## src/rtl/pipeline_hazard_ctrl_pkg.sv

```systemverilog
// Shared types, encodings and helpers for the pipeline hazard controller.
package pipeline_hazard_ctrl_pkg;

    localparam int REG_W = 5;

    localparam logic [1:0] FWD_RF    = 2'b00;
    localparam logic [1:0] FWD_EXMEM = 2'b01;
    localparam logic [1:0] FWD_MEMWB = 2'b10;

    typedef enum logic [0:0] {
        ST_RUN   = 1'b0,
        ST_STALL = 1'b1
    } state_t;

    // Register usage of one in-flight instruction (18 bits).
    typedef struct packed {
        logic             valid;
        logic             wr_en;
        logic [REG_W-1:0] wr_addr;
        logic             is_load;
        logic [REG_W-1:0] rs;
        logic [REG_W-1:0] rt;
    } slot_t;

    // True when slot s will write register x; $0 never matches.
    function automatic logic slot_match(input logic [REG_W-1:0] x, input slot_t s);
        return s.valid && s.wr_en && (s.wr_addr != '0) && (s.wr_addr == x);
    endfunction

    // Operand source for the EX instruction; the nearer producer (MEM) wins.
    function automatic logic [1:0] fwd_sel(input logic [REG_W-1:0] src, input slot_t ex,
                                           input slot_t mem, input slot_t wb);
        if (!ex.valid)
            return FWD_RF;
        if (slot_match(src, mem) && !mem.is_load)
            return FWD_EXMEM;
        if (slot_match(src, wb))
            return FWD_MEMWB;
        return FWD_RF;
    endfunction

endpackage

```

## src/rtl/pipeline_hazard_ctrl_if.sv

```systemverilog
// ID-stage request, pipeline control and counter signals of the hazard controller.
interface pipeline_hazard_ctrl_if #(
    parameter int CNT_W = 16
);
    import pipeline_hazard_ctrl_pkg::*;

    logic             id_valid;
    logic [REG_W-1:0] id_rs;
    logic [REG_W-1:0] id_rt;
    logic             id_use_rs;
    logic             id_use_rt;
    logic             id_wr_en;
    logic [REG_W-1:0] id_wr_addr;
    logic             id_is_load;
    logic             ex_redirect;
    logic             pc_en;
    logic             ifid_en;
    logic             ifid_flush;
    logic             idex_bubble;
    logic [1:0]       fwd_a;
    logic [1:0]       fwd_b;
    logic [CNT_W-1:0] stall_cnt;
    logic [CNT_W-1:0] flush_cnt;

    modport master (
        output id_valid, id_rs, id_rt, id_use_rs, id_use_rt, id_wr_en, id_wr_addr,
               id_is_load, ex_redirect,
        input  pc_en, ifid_en, ifid_flush, idex_bubble, fwd_a, fwd_b, stall_cnt, flush_cnt
    );

    modport slave (
        input  id_valid, id_rs, id_rt, id_use_rs, id_use_rt, id_wr_en, id_wr_addr,
               id_is_load, ex_redirect,
        output pc_en, ifid_en, ifid_flush, idex_bubble, fwd_a, fwd_b, stall_cnt, flush_cnt
    );
endinterface

```

## src/rtl/pipeline_hazard_ctrl_hazard_shadow_slot.sv

```systemverilog
// One pipeline-stage shadow of an instruction's register usage; kill loads a bubble.
module hazard_shadow_slot
    import pipeline_hazard_ctrl_pkg::*;
(
    input  logic  clk,
    input  logic  rst,
    input  logic  kill,
    input  slot_t d,
    output slot_t q
);
    slot_t d_gated;

    // Killed entries keep their payload but are marked invalid.
    always_comb begin
        d_gated       = d;
        d_gated.valid = d.valid & ~kill;
    end

    // Stage register, cleared by active-low synchronous reset.
    always_ff @(posedge clk) begin
        if (!rst)
            q <= '0;
        else
            q <= d_gated;
    end
endmodule

```

## src/rtl/pipeline_hazard_ctrl.sv

```systemverilog
// Load-use stall, redirect flush and forwarding control for a 5-stage pipeline.
module pipeline_hazard_ctrl
    import pipeline_hazard_ctrl_pkg::*;
#(
    parameter int LOAD_LAT = 1,
    parameter int CNT_W    = 16
) (
    input  logic                 clk,
    input  logic                 rst,
    pipeline_hazard_ctrl_if.slave bus
);
    localparam logic [2:0] SCNT_INIT = 3'(LOAD_LAT - 1);

    // Slot 0 = EX, 1 = MEM, 2 = WB.
    slot_t      slot_d    [3];
    slot_t      slot_q    [3];
    logic       slot_kill [3];

    state_t     state_reg, state_next;
    logic [2:0] scnt_reg, scnt_next;
    logic [CNT_W-1:0] stall_cnt_reg, flush_cnt_reg;

    logic eff_run, load_use, stall;
    logic unused_wb;

    genvar gi;
    generate
        for (gi = 0; gi < 3; gi++) begin : g_slot
            hazard_shadow_slot u_slot (
                .clk  (clk),
                .rst  (rst),
                .kill (slot_kill[gi]),
                .d    (slot_d[gi]),
                .q    (slot_q[gi])
            );
        end
    endgenerate

    // Shadow advance: ID feeds EX (bubbled on stall/redirect), EX->MEM->WB unconditionally.
    always_comb begin
        slot_d[0]    = '{valid: bus.id_valid, wr_en: bus.id_wr_en, wr_addr: bus.id_wr_addr,
                         is_load: bus.id_is_load, rs: bus.id_rs, rt: bus.id_rt};
        slot_d[1]    = slot_q[0];
        slot_d[2]    = slot_q[1];
        slot_kill[0] = bus.idex_bubble | ~bus.id_valid;
        slot_kill[1] = 1'b0;
        slot_kill[2] = 1'b0;
    end

    // Hazard detection, next-state and pipeline control; STALL with scnt==0 behaves as RUN
    // so a LOAD_LAT-cycle hazard stalls exactly LOAD_LAT cycles.
    always_comb begin
        eff_run  = (state_reg == ST_RUN) || (scnt_reg == 3'd0);
        load_use = bus.id_valid && slot_q[0].is_load &&
                   ((bus.id_use_rs && slot_match(bus.id_rs, slot_q[0])) ||
                    (bus.id_use_rt && slot_match(bus.id_rt, slot_q[0])));
        stall    = eff_run ? load_use : 1'b1;

        state_next      = state_reg;
        scnt_next       = scnt_reg;
        bus.pc_en       = 1'b1;
        bus.ifid_en     = 1'b1;
        bus.ifid_flush  = 1'b0;
        bus.idex_bubble = 1'b0;

        if (bus.ex_redirect) begin
            state_next      = ST_RUN;
            scnt_next       = 3'd0;
            bus.ifid_flush  = 1'b1;
            bus.idex_bubble = 1'b1;
        end else begin
            if (stall) begin
                bus.pc_en       = 1'b0;
                bus.ifid_en     = 1'b0;
                bus.idex_bubble = 1'b1;
            end
            if (eff_run) begin
                state_next = load_use ? ST_STALL : ST_RUN;
                scnt_next  = load_use ? SCNT_INIT : 3'd0;
            end else begin
                scnt_next = scnt_reg - 3'd1;
            end
        end

        bus.fwd_a = fwd_sel(slot_q[0].rs, slot_q[0], slot_q[1], slot_q[2]);
        bus.fwd_b = fwd_sel(slot_q[0].rt, slot_q[0], slot_q[1], slot_q[2]);
    end

    // FSM state and stall countdown.
    always_ff @(posedge clk) begin
        if (!rst) begin
            state_reg <= ST_RUN;
            scnt_reg  <= 3'd0;
        end else begin
            state_reg <= state_next;
            scnt_reg  <= scnt_next;
        end
    end

    // Saturating performance counters.
    always_ff @(posedge clk) begin
        if (!rst) begin
            stall_cnt_reg <= '0;
            flush_cnt_reg <= '0;
        end else begin
            if (stall && !bus.ex_redirect && (stall_cnt_reg != '1))
                stall_cnt_reg <= stall_cnt_reg + 1'b1;
            if (bus.ex_redirect && (flush_cnt_reg != '1))
                flush_cnt_reg <= flush_cnt_reg + 1'b1;
        end
    end

    assign bus.stall_cnt = stall_cnt_reg;
    assign bus.flush_cnt = flush_cnt_reg;

    // WB-slot fields that only exist to keep the slot format uniform.
    assign unused_wb = ^{slot_q[2].is_load, slot_q[2].rs, slot_q[2].rt};
endmodule
```

## src/flat_wrapper.sv

```systemverilog
// flat-port wrapper written by rule: the top's interface ports become plain ports
module pipeline_hazard_ctrl_flat import pipeline_hazard_ctrl_pkg::*;
#(
    parameter int LOAD_LAT = 1,
    parameter int CNT_W    = 16
)
  (clk, rst, bus_id_valid, bus_id_rs, bus_id_rt, bus_id_use_rs, bus_id_use_rt, bus_id_wr_en, bus_id_wr_addr, bus_id_is_load, bus_ex_redirect, bus_pc_en, bus_ifid_en, bus_ifid_flush, bus_idex_bubble, bus_fwd_a, bus_fwd_b, bus_stall_cnt, bus_flush_cnt);
  pipeline_hazard_ctrl_if #(.CNT_W(CNT_W)) bus_i ();
  input  logic clk;
  input  logic rst;
  input wire logic [$bits(bus_i.id_valid)-1:0] bus_id_valid;
  input wire logic [$bits(bus_i.id_rs)-1:0] bus_id_rs;
  input wire logic [$bits(bus_i.id_rt)-1:0] bus_id_rt;
  input wire logic [$bits(bus_i.id_use_rs)-1:0] bus_id_use_rs;
  input wire logic [$bits(bus_i.id_use_rt)-1:0] bus_id_use_rt;
  input wire logic [$bits(bus_i.id_wr_en)-1:0] bus_id_wr_en;
  input wire logic [$bits(bus_i.id_wr_addr)-1:0] bus_id_wr_addr;
  input wire logic [$bits(bus_i.id_is_load)-1:0] bus_id_is_load;
  input wire logic [$bits(bus_i.ex_redirect)-1:0] bus_ex_redirect;
  output wire logic [$bits(bus_i.pc_en)-1:0] bus_pc_en;
  output wire logic [$bits(bus_i.ifid_en)-1:0] bus_ifid_en;
  output wire logic [$bits(bus_i.ifid_flush)-1:0] bus_ifid_flush;
  output wire logic [$bits(bus_i.idex_bubble)-1:0] bus_idex_bubble;
  output wire logic [$bits(bus_i.fwd_a)-1:0] bus_fwd_a;
  output wire logic [$bits(bus_i.fwd_b)-1:0] bus_fwd_b;
  output wire logic [$bits(bus_i.stall_cnt)-1:0] bus_stall_cnt;
  output wire logic [$bits(bus_i.flush_cnt)-1:0] bus_flush_cnt;
  assign bus_i.id_valid = bus_id_valid;
  assign bus_i.id_rs = bus_id_rs;
  assign bus_i.id_rt = bus_id_rt;
  assign bus_i.id_use_rs = bus_id_use_rs;
  assign bus_i.id_use_rt = bus_id_use_rt;
  assign bus_i.id_wr_en = bus_id_wr_en;
  assign bus_i.id_wr_addr = bus_id_wr_addr;
  assign bus_i.id_is_load = bus_id_is_load;
  assign bus_i.ex_redirect = bus_ex_redirect;
  assign bus_pc_en = bus_i.pc_en;
  assign bus_ifid_en = bus_i.ifid_en;
  assign bus_ifid_flush = bus_i.ifid_flush;
  assign bus_idex_bubble = bus_i.idex_bubble;
  assign bus_fwd_a = bus_i.fwd_a;
  assign bus_fwd_b = bus_i.fwd_b;
  assign bus_stall_cnt = bus_i.stall_cnt;
  assign bus_flush_cnt = bus_i.flush_cnt;
  pipeline_hazard_ctrl #(.LOAD_LAT(LOAD_LAT), .CNT_W(CNT_W)) u_core (.clk(clk), .rst(rst), .bus(bus_i));
endmodule
```

## config.mk

```make
export PLATFORM = sky130hd
export DESIGN_NAME = pipeline_hazard_ctrl_flat
export DESIGN_NICKNAME = d
export VERILOG_FILES = /design/src/rtl/pipeline_hazard_ctrl_pkg.sv /design/src/rtl/pipeline_hazard_ctrl_if.sv /design/src/rtl/pipeline_hazard_ctrl_hazard_shadow_slot.sv /design/src/rtl/pipeline_hazard_ctrl.sv /design/src/flat_wrapper.sv
export SDC_FILE = /design/constraint.sdc
export NUM_CORES = 1
export LEC_CHECK = 0
export ABC_AREA = 0
export BUFFER_PORTS_ARGS = -buffer_cell sky130_fd_sc_hd__buf_2
export CAP_MARGIN = 20
export CORE_ASPECT_RATIO = 0.8
export CORE_MARGIN = 4
export CORE_UTILIZATION = 28
export CTS_CLUSTER_SIZE = 30
export DETAILED_ROUTE_END_ITERATION = 12
export PLACE_DENSITY_LB_ADDON = 0.05
export RECOVER_POWER = 50
export REMOVE_ABC_BUFFERS = 1
export SETUP_SLACK_MARGIN = 0.05
export SLEW_MARGIN = 20
export SYNTH_ARGS = -nofsm -noshare
export SYNTH_HDL_FRONTEND = slang
export SYNTH_SLANG_ARGS = --single-unit
```

## constraint.sdc

```tcl
create_clock -name clk -period 2.3 [get_ports clk]
set_input_delay 0.115 -clock clk [delete_from_list [all_inputs] [get_ports clk]]
set_output_delay 0.115 -clock clk [all_outputs]
set_load 0.005 [all_outputs]
```

### After elaboration in Yosys (flattened, before gate mapping)

Index checks and enable logic that the tools add are counted.

* register bits: 69
* bits of input ports: 23
* output and inout bits: 40

* add/sub/neg operators: 3
* equal/unequal tests: 8
* multiplexer cells: 28
* bitwise logic cells: 6
* reduce and logical (&&, ||, !) cells: 31

Operators with widths (number)
* $add A16 B1 Y16 const B: 2
* $ne A16 B16 Y1 const B: 2
* $eq A5 B5 Y1: 6
* $mux W2: 11
* $logic_and A1 B1 Y1: 21
* $mux W1: 17
* $reduce_bool A5 Y1: 3
* $not A1 Y1: 4
* $logic_not A3 Y1: 1
* $reduce_or A3 Y1: 1
* $sub A3 B1 Y3 const B: 1
* $logic_not A1 Y1: 2
* $logic_or A1 B1 Y1: 2
* $reduce_or A2 Y1: 1
* $and A1 B1 Y1: 1
* $or A1 B1 Y1: 1

### Depth between registers and ports, before layout

Gate-level depths: netlist of the first run.

* depth in word-level cells: 12
* mapped depth: 10

### Modules after synthesis

Synthesis of the first run repeated with hierarchy kept, for this count alone.

* cell total of the unflattened synthesis: 369
* area total of the unflattened synthesis: 3696.0 um^2

By module, submodules not included
* pipeline_hazard_ctrl: instances 1, cells each 258, area each 2183.3 um^2
* hazard_shadow_slot: instances 3, cells each 37, area each 504.2 um^2

### Worst setup path before layout of the first run

Ideal clock, no wire load.

* path kind: register -> register
* from: reg u_core.stall_cnt_reg[0] (netlist: u_core.bus.stall_cnt[0])
* to: reg u_core.stall_cnt_reg[15] (netlist: u_core.bus.stall_cnt[15])
* setup time: 0.070 ns
* data arrival time: 1.862 ns
* data required time: 2.230 ns
* path slack: 0.368 ns
* cell stages (with the launch flop): 8
* buffers on the path: 1
* clock period less this slack: 1.932 ns
* cells stage by stage: dfxtp_1 ha_1 nand3_2 nor3_2 or3b_1 buf_2 or4_1 a21oi_1

* word-level cells in the longest chain between the ends: 2
* elaborated cells on any way between the ends: 3
* those cells by class: add/sub: 1; eq/ne: 1; reduce/logical: 1

Ends and longest elaborated chain
* from (decl): line pipeline_hazard_ctrl.sv:21 `logic [CNT_W-1:0] stall_cnt_reg, flush_cnt_reg;`
* from (signal assigned): line pipeline_hazard_ctrl.sv:107 `stall_cnt_reg <= stall_cnt_reg + 1'b1;`
* branches (longest 2 deep; another with $add A16 B1 Y16)

Parallel ways; which one is timed is not known.
A chain may end at the register's enable or synchronous reset.

### Worst setup path after layout of the first run

* from: reg u_core.g_slot[1].u_slot.q[11] (netlist bit)
* to: out bus_fwd_b[1]

* word-level cells in the longest chain between the ends: 9
* elaborated cells on any way between the ends: 12
* those cells by class: eq/ne: 1; mux: 7; reduce/logical: 4

Ends and longest elaborated chain
* from (decl): line pipeline_hazard_ctrl_hazard_shadow_slot.sv:9 `output slot_t q`
* from (signal assigned): line pipeline_hazard_ctrl_hazard_shadow_slot.sv:24 `q <= d_gated;`
* $reduce_bool A5 Y1: line pipeline_hazard_ctrl_pkg.sv:27 `return s.valid && s.wr_en && (s.wr_addr != '0) && (s.wr_addr == x);`
* $logic_and A1 B1 Y1: line pipeline_hazard_ctrl_pkg.sv:27
* $logic_and A1 B1 Y1 *: line pipeline_hazard_ctrl_pkg.sv:27
* $logic_and A1 B1 Y1 *: line pipeline_hazard_ctrl_pkg.sv:35 `if (slot_match(src, mem) && !mem.is_load)`
* $mux W2: line pipeline_hazard_ctrl_pkg.sv:35
* $mux W2: line pipeline_hazard_ctrl_pkg.sv:37 `if (slot_match(src, wb))`
* $mux W2: line pipeline_hazard_ctrl_pkg.sv:39 `return FWD_RF;`
* $mux W2 *: line pipeline_hazard_ctrl_pkg.sv:37
* $mux W2 *: line pipeline_hazard_ctrl_pkg.sv:35
* to (decl): line flat_wrapper.sv:25 `output wire logic [$bits(bus_i.fwd_b)-1:0] bus_fwd_b;`

Every way passes the cells marked *; elsewhere a longest branch is shown, timed or not. The select of a mux whose other input is x is not followed.

==> results_dict.tcl, run 1 <==
set metrics [dict create \
    status "completed" \
    rsz0062_at_grt "false" \
    postCtsSetupRepairBufs 0 \
    synth-async-reset-ratio 0 \
    max_stage_delay_ns 0.54 \
    syn_inst 329 \
    post-route-drc-count 0 \
    ys_seq_elements 69 \
    firstDrtPassIters 4 \
    die_w_um 123.9 \
    relSlewSlack 0.1346 \
    largest_reg_flops 33 \
    dieArea_um2 12470 \
    fin_area_um2 3837 \
    p_total_mw 2.853 \
    reg2reg_slack_ns 0.23 \
    dpl.hpwl_um 5212 \
    syn_avg_cell_area_um2 9.139 \
    area_growth_pct 27.63 \
    instances_no_fill 542 \
    drt_iter0_markers 145 \
    syn_area_um2 3007 \
    fin_tns_setup_ns 0 \
    cts_buffers 9 \
    ys_seq_area_frac 0.4594 \
    clk_path_buf_depth 2 \
    worst_pin_slew_ns 1.298 \
    slew_viol_final 0 \
    vias 2456 \
    r2r_start "u_core.bus.stall_cnt[0]$_SDFFE_PN0P_" \
    grt_pass1_wl_um 11900 \
    critPathCaptureType "output port" \
    yosys_warnings 0 \
    crit_end "bus_fwd_b[1]" \
    fin_worst_skew_ns 0.007264 \
    critical_path_arrival_ns 1.96 \
    grt_start_max_net_pins 39 \
    finalSetupViolCount 0 \
    synth_edf_count 0 \
    die_y_um 100.7 \
    netlist-cell-type-count 35 \
    ys.flop_type "dfxtp_1" \
    grt_usage 0.1241 \
    use_met2 0.1795 \
    hold_class "primary input to flop" \
    cap_violations 0 \
    use_met1 0.1652 \
    critPathMaxFanout 4 \
    gp_congestion 0.8123 \
    totalWireLength_um 7168 \
    core_um2 10360 \
    insertion_delay_ns 0.33 \
    ir_drop_v 0.0003807 \
    drive_gt1_frac 0.1816 \
    busiest_layer "met2" \
    critPathKind "flop to output port" \
    cts_sinks 69 \
    antenna_found_initial 0 \
    placed_cell_area_um2 3485 \
    insertedDiodeCount 0 \
    initial_core_util 0.2901 \
    cts_tree "done" \
    io_pins 63 \
    p_leak_nw 1.458 \
    h-tree-depth 3 \
    critPathSlowestCell "or4_1" \
    hold_viol_final 0 \
    cp_cell_sequence "or4_1, o21ai_1, nor4_1, nor4_1, buf_2" \
    grt_pass1_vias 2346 \
    routedWlPerCell_um 13.23 \
    fin_crit_ns 2.073 \
    gr-total-overflow 0 \
    port_buffers 62 \
    worstPathRequired_ns 2.18 \
    dp_cells 522 \
    ant_nets 0 \
    regToRegEndpoint "u_core.bus.stall_cnt[15]$_SDFFE_PN0P_" \
    worstSetupStartpoint "u_core.g_slot[1].u_slot.q[11]$_SDFF_PN0_" \
    layout.nets 426 \
    startpoint_type "flop" \
    fmax_mhz 482.5 \
    clk_pin_slew_worst_paths_ns 0.05 \
    power.density_nw_per_um2 743.6 \
    cpMostUsedCell "nor4_1" \
    fp-row-count 33 \
    rr_worst_depth 6 \
    use_met3 0.05387 \
    ctsRootBufferMaster "clkbuf_16" \
    avgViaCountPerCell 4.531 \
    finalCritPeriodShare 0.9012 \
]
==> Yosys cell counts, drive strengths merged (2+ instances only) <==
cell    count  area, um^2
or3b        2       17.52
nor2       24       90.09
nor3        5       30.03
nand2      20       75.07
and3        5       36.28
a21oi      20       100.1
nand4      12       75.07
ha          4       50.05
or4        12       90.09
o31ai      11       82.58
dfxtp      69        1381
inv         8       30.03
or3         5       31.28
and2       36       225.2
buf         5       30.02
xor2       14       122.6
xnor2      30       262.8
nor4        5       31.28
o21ai       8       40.04
nand3      15       80.08
and4        2       20.02
clkbuf      9       33.78
==> layer usage <==
| layer | routed length (um) | up-vias |
|---|---|---|
| met3 | 404 | 10 |
| met4 | 89 | 0 |
| met5 | 0 | - |
| met2 | 3219 | 46 |
| li1 | - | 1281 |
| met1 | 3454 | 1119 |
==> stage by stage <==
stage          setup slack (ns)    util  hold slack [ns]
6_report                 0.2273  0.3703          0.01948
3_5_place_dp             0.2597  0.3362           0.3265
2_1_floorplan           -0.1810       -           0.2288
5_1_grt                 0.07686  0.3703          0.01109
3_3_place_gp             0.2760  0.3362           0.3227
4_1_cts                  0.1552  0.3712         0.004562
==> cell families (layout without fill, tap and decap cells) <==
| logic type | count (synthesis) | count (layout) | share of synthesized area |
|---|---|---|---|
| flops | 69 | 69 | 0.4594 |
| mux | 1 | 1 | 0.003329 |
| simple gates | 145 | 145 | 0.2709 |
| compound gates | 44 | 44 | 0.09031 |
| fa+ha+maj | 4 | 4 | 0.01665 |
| buf+inv | 22 | 95 | 0.03121 |
| xor+xnor | 44 | 44 | 0.1282 |
==> power by group <==
| part | internal, mW | switching (mW) |
|---|---|---|
| logic | 0.0731 | 0.0646 |
| registers | 1.23 | 0.0285 |
| clock network | 0.965 | 0.497 |
==> cell type report <==
cell class / instances / area [um^2]
Clock buffer: 10 / 239.0
Clock inverter: 4 / 73.82
Fill cell: 1100 / 6526
Inverter: 8 / 30.03
Multi-Input combinational cell: 238 / 1538
Sequential cell: 69 / 1381
Tap cell: 140 / 175.2
Timing Repair Buffer: 73 / 400.4
==> worst max-delay path: cells and delay by family, from the launching register on <==
kind                   cells  cell delay (ns)
AOI/OAI and AO/OA          1             0.19
and+or+nand+nor            3             0.93
buffers and inverters      1             0.16
DFF                        1             0.35
==> worst min-delay path by stage <==
stage                     cells after the start  slack, ns                                       end               from
after CTS                                     2      0.005  u_core.g_slot[0].u_slot.q[11]$_SDFF_PN0_  bus_id_wr_addr[0]
after global placement                        2       0.32  u_core.g_slot[0].u_slot.q[14]$_SDFF_PN0_  bus_id_wr_addr[3]
final                                         3       0.02  u_core.g_slot[0].u_slot.q[17]$_SDFF_PN0_       bus_id_valid
after global routing                          3       0.01  u_core.g_slot[0].u_slot.q[17]$_SDFF_PN0_       bus_id_valid
after floorplan                               2       0.23  u_core.g_slot[0].u_slot.q[17]$_SDFF_PN0_                rst
after detailed placement                      2       0.33  u_core.g_slot[0].u_slot.q[13]$_SDFF_PN0_  bus_id_wr_addr[2]
==> placed cells by master (no fill, tap or decap), drive strengths merged <==
cell type,instances
a21oi,20
a31oi,1
and2,36
and3,5
and4,2
buf,56
bufinv,2
clkbuf,21
clkinv,2
dfxtp,69
dlygate4sd3,6
ha,4
inv,8
mux2i,1
nand2,20
nand2b,1
nand3,15
nand4,12
nor2,24
nor2b,1
nor3,5
nor4,5
o2111ai,1
o21ai,8
o22ai,1
o31ai,11
o41a,1
o41ai,1
or3,5
or3b,2
or4,12
xnor2,30
xor2,14
==> what timing repair did <==
action                     in CTS  in global routing
setup endpoints to repair       0                  2
hold buffers                    5                  1
resized for setup               0                  1
hold endpoints to repair        5                  1
No activity file was read; power rests on OpenSTA's default activity.
==> run 2: changes to the inputs <==
--- a/config.mk
+++ b/config.mk
@@ -5,7 +5,7 @@
 export SDC_FILE = /design/constraint.sdc
 export NUM_CORES = 1
 export LEC_CHECK = 0
-export ABC_AREA = 0
+export ABC_AREA = 1
 export BUFFER_PORTS_ARGS = -buffer_cell sky130_fd_sc_hd__buf_2
 export CAP_MARGIN = 20
 export CORE_ASPECT_RATIO = 0.8
==> results_dict.tcl, run 2 <==
set metrics [dict create \
    synthTopCellsByArea "dfxtp_1, nand2_1, inv_1" \
    grt_start_max_net_pins 44 \
    syn_avg_cell_area_um2 6.852 \
    pwr-share-seq 0.426 \
    ctsRootBufferMaster "clkbuf_16" \
    synthTopCellsByCount "nand2_1, inv_1, dfxtp_1" \
    netlist-cell-type-count 30 \
    syn_area_um2 3453 \
    io_pins 63 \
    hold_path.startpoint "bus_id_rs[2]" \
    holdWs_ns 0.01113 \
    switching_power_uw 642.2 \
    cpLargestDelayFamily "simple AND/OR/NAND/NOR gates" \
    antenna_found_initial 0 \
    internal_power_mw 2.301 \
    fin_worst_skew_ns 0.005348 \
    cts_sinks 69 \
    r2r_start "u_core.bus.flush_cnt[0]$_SDFFE_PN0P_" \
    preCtsSetupSlack_ns 0.3660 \
    synth-async-reset-ratio 0 \
    max_stage_delay_ns 0.42 \
    power.density_nw_per_um2 681.3 \
    gp_congestion 0.8089 \
    hold_path_depth 3 \
    worst_pin_slew_ns 0.8960 \
    initial_core_util 0.2931 \
    largest_reg_flops 33 \
    dieArea_um2 14190 \
    power_frac_comb 0.059 \
    cts_tree "done" \
    multi_input_area_um2 1678 \
    min_to "u_core.g_slot[0].u_slot.q[7]$_SDFF_PN0_" \
    cpMostUsedCell "nand2_1" \
    layout_commonest_cell "nand2_1" \
    grt_usage 0.1343 \
    post-route-drc-count 0 \
    critPathCaptureType "flop" \
    setup_ws_ns 0.3947 \
    layout.nets 605 \
    worstPathRequired_ns 2.53 \
    seqCellArea_um2 1381 \
    ys_seq_elements 69 \
    ant_nets 0 \
    pwr-share-clk 0.515 \
    ys_seq_area_frac 0.4000 \
    placed_cell_area_um2 3915 \
    synth.most_common_cell "nand2_1" \
    slew_viol_final 0 \
    ys.flop_type "dfxtp_1" \
    rsz0062_at_grt "false" \
    grt_pass1_wl_um 15360 \
    relSlewSlack 0.4020 \
    drive_gt1_frac 0.1201 \
    regToRegEndpoint "u_core.bus.flush_cnt[7]$_SDFFE_PN0P_" \
    synth_top_area_cell "dfxtp_1" \
    finalSetupViolCount 0 \
    critPathSlowestCell "dfxtp_1" \
    drt_iter0_markers 210 \
    firstDrtPassIters 4 \
    ir_drop_v 0.0003166 \
    critPathKind "flop to flop" \
    cts_buffers 9 \
    avgViaCountPerCell 4.465 \
    totalWireLength_um 9124 \
    hold_class "primary input to flop" \
    fin_area_um2 4320 \
    vias 3264 \
    p_sw_frac 0.2182 \
    insertedDiodeCount 0 \
    worst-path-buf-inv 2 \
    hold_viol_final 0 \
    area_growth_pct 25.11 \
    core_um2 11780 \
    p_total_mw 2.943 \
    port_buffers 62 \
    grt_pass1_vias 3183 \
    die_w_um 132.2 \
    fin_tns_setup_ns 0 \
    syn_inst 504 \
    clk_pin_slew_worst_paths_ns 0.06 \
    clk_path_buf_depth 2 \
    fmax_mhz 524.9 \
    die_y_um 107.3 \
    synth_top_area_frac 0.4000 \
    cp_cell_sequence "ha_1, inv_1, nor2_1, nand4_1, nand2_1, inv_1, nand2_1, nand2_1, and3_1" \
    fillers 1263 \
    postCtsSetupRepairBufs 0 \
    critPathMaxFanout 14 \
    finalCritPeriodShare 0.8284 \
    insertion_delay_ns 0.33 \
    fp-row-count 35 \
    startpoint_type "flop" \
    fin_crit_ns 1.905 \
    routedWlPerCell_um 12.48 \
    gr-total-overflow 0 \
    dpl.hpwl_um 6827 \
    reg2reg_slack_ns 0.39 \
    critical_path_arrival_ns 2.13 \
    cap_violations 0 \
    p_leak_nw 2.028 \
    yosys_warnings 0 \
    mostFrequentLayoutCells "nand2_1, inv_1, dfxtp_1" \
    status "completed" \
    rr_worst_depth 9 \
    h-tree-depth 3 \
    synth_edf_count 0 \
]
==> run 2: changes by cell type after synthesis, moves of 18 or more <==
cell / before / now
and2_1: 36 / 1
inv_1: 8 / 83
xnor2_1: 30 / 12
nor2_1: 24 / 48
nand2_1: 20 / 138
==> run 2: layout make-up <==
class,instances,share of cell area
repair buffers,78,0.1005
inverters,84,0.07298
flip-flops and latches,69,0.3197
multi-input cells,336,0.3884
clock buffers,12,0.05937
well taps,148,0.04286
clock inverters,4,0.01622
==> run 2: how the worst max path moves through the flow <==
stage                                          from                                   end  slack (ns)  cells after the start
5_1_grt        u_core.bus.flush_cnt[0]$_SDFFE_PN0P_  u_core.bus.flush_cnt[4]$_SDFFE_PN0P_        0.17                      9
6_report       u_core.bus.flush_cnt[0]$_SDFFE_PN0P_  u_core.bus.flush_cnt[7]$_SDFFE_PN0P_        0.39                      9
3_5_place_dp   u_core.bus.flush_cnt[0]$_SDFFE_PN0P_  u_core.bus.flush_cnt[7]$_SDFFE_PN0P_        0.37                      9
4_1_cts        u_core.bus.flush_cnt[0]$_SDFFE_PN0P_  u_core.bus.flush_cnt[7]$_SDFFE_PN0P_        0.36                      9
2_1_floorplan  u_core.bus.flush_cnt[0]$_SDFFE_PN0P_  u_core.bus.flush_cnt[7]$_SDFFE_PN0P_        0.51                      9
3_3_place_gp   u_core.bus.flush_cnt[0]$_SDFFE_PN0P_  u_core.bus.flush_cnt[7]$_SDFFE_PN0P_        0.35                      9
==> run 2: power groups by stage <==
stage               combinational [mW]  sequential [mW]  clock (mW)
global placement                 0.165             1.28           0
detailed placement               0.165             1.28           0
floorplan                       0.0915             1.27           0
finish                           0.173             1.25        1.52
CTS                              0.178             1.25        1.57
global route                     0.200             1.26        1.61
==> run 2: cell families after synthesis <==
family,Yosys count,share of synthesized area
and+or+nand+nor,258,0.3283
buffers and inverters,99,0.1141
DFF,69,0.4000
xor gates and xnor gates,29,0.07355
AOI/OAI and AO/OA,45,0.06957
adders and majority gates,4,0.01449
==> run 2: what timing repair did <==
action / 4_1_cts / 5_1_grt
resized for setup: 0 / 0
hold endpoints to repair: 10 / 0
hold buffers: 10 / 0
==> run 2: per-layer routing <==
layer	track usage	wire length, um	vias to the layer above
met5	0	0	-
met3	0.04766	478	12
met4	0.04123	121	0
met2	0.2127	4033	51
met1	0.1722	4492	1474
li1	-	-	1727
==> run 2: tightest hold or removal path, delay by kind of cell <==
family / cells / cell delay, ns
buf+inv: 2 / 0.15
simple gates: 1 / 0.05
==> run 2: metrics by stage <==
step | util | std cells
3_5_place_dp | 0.3323 | 705
4_1_cts | 0.3686 | 731
3_3_place_gp | 0.3323 | 705
5_1_grt | 0.3668 | 731
6_report | 0.3668 | 731
2_1_floorplan | - | 489
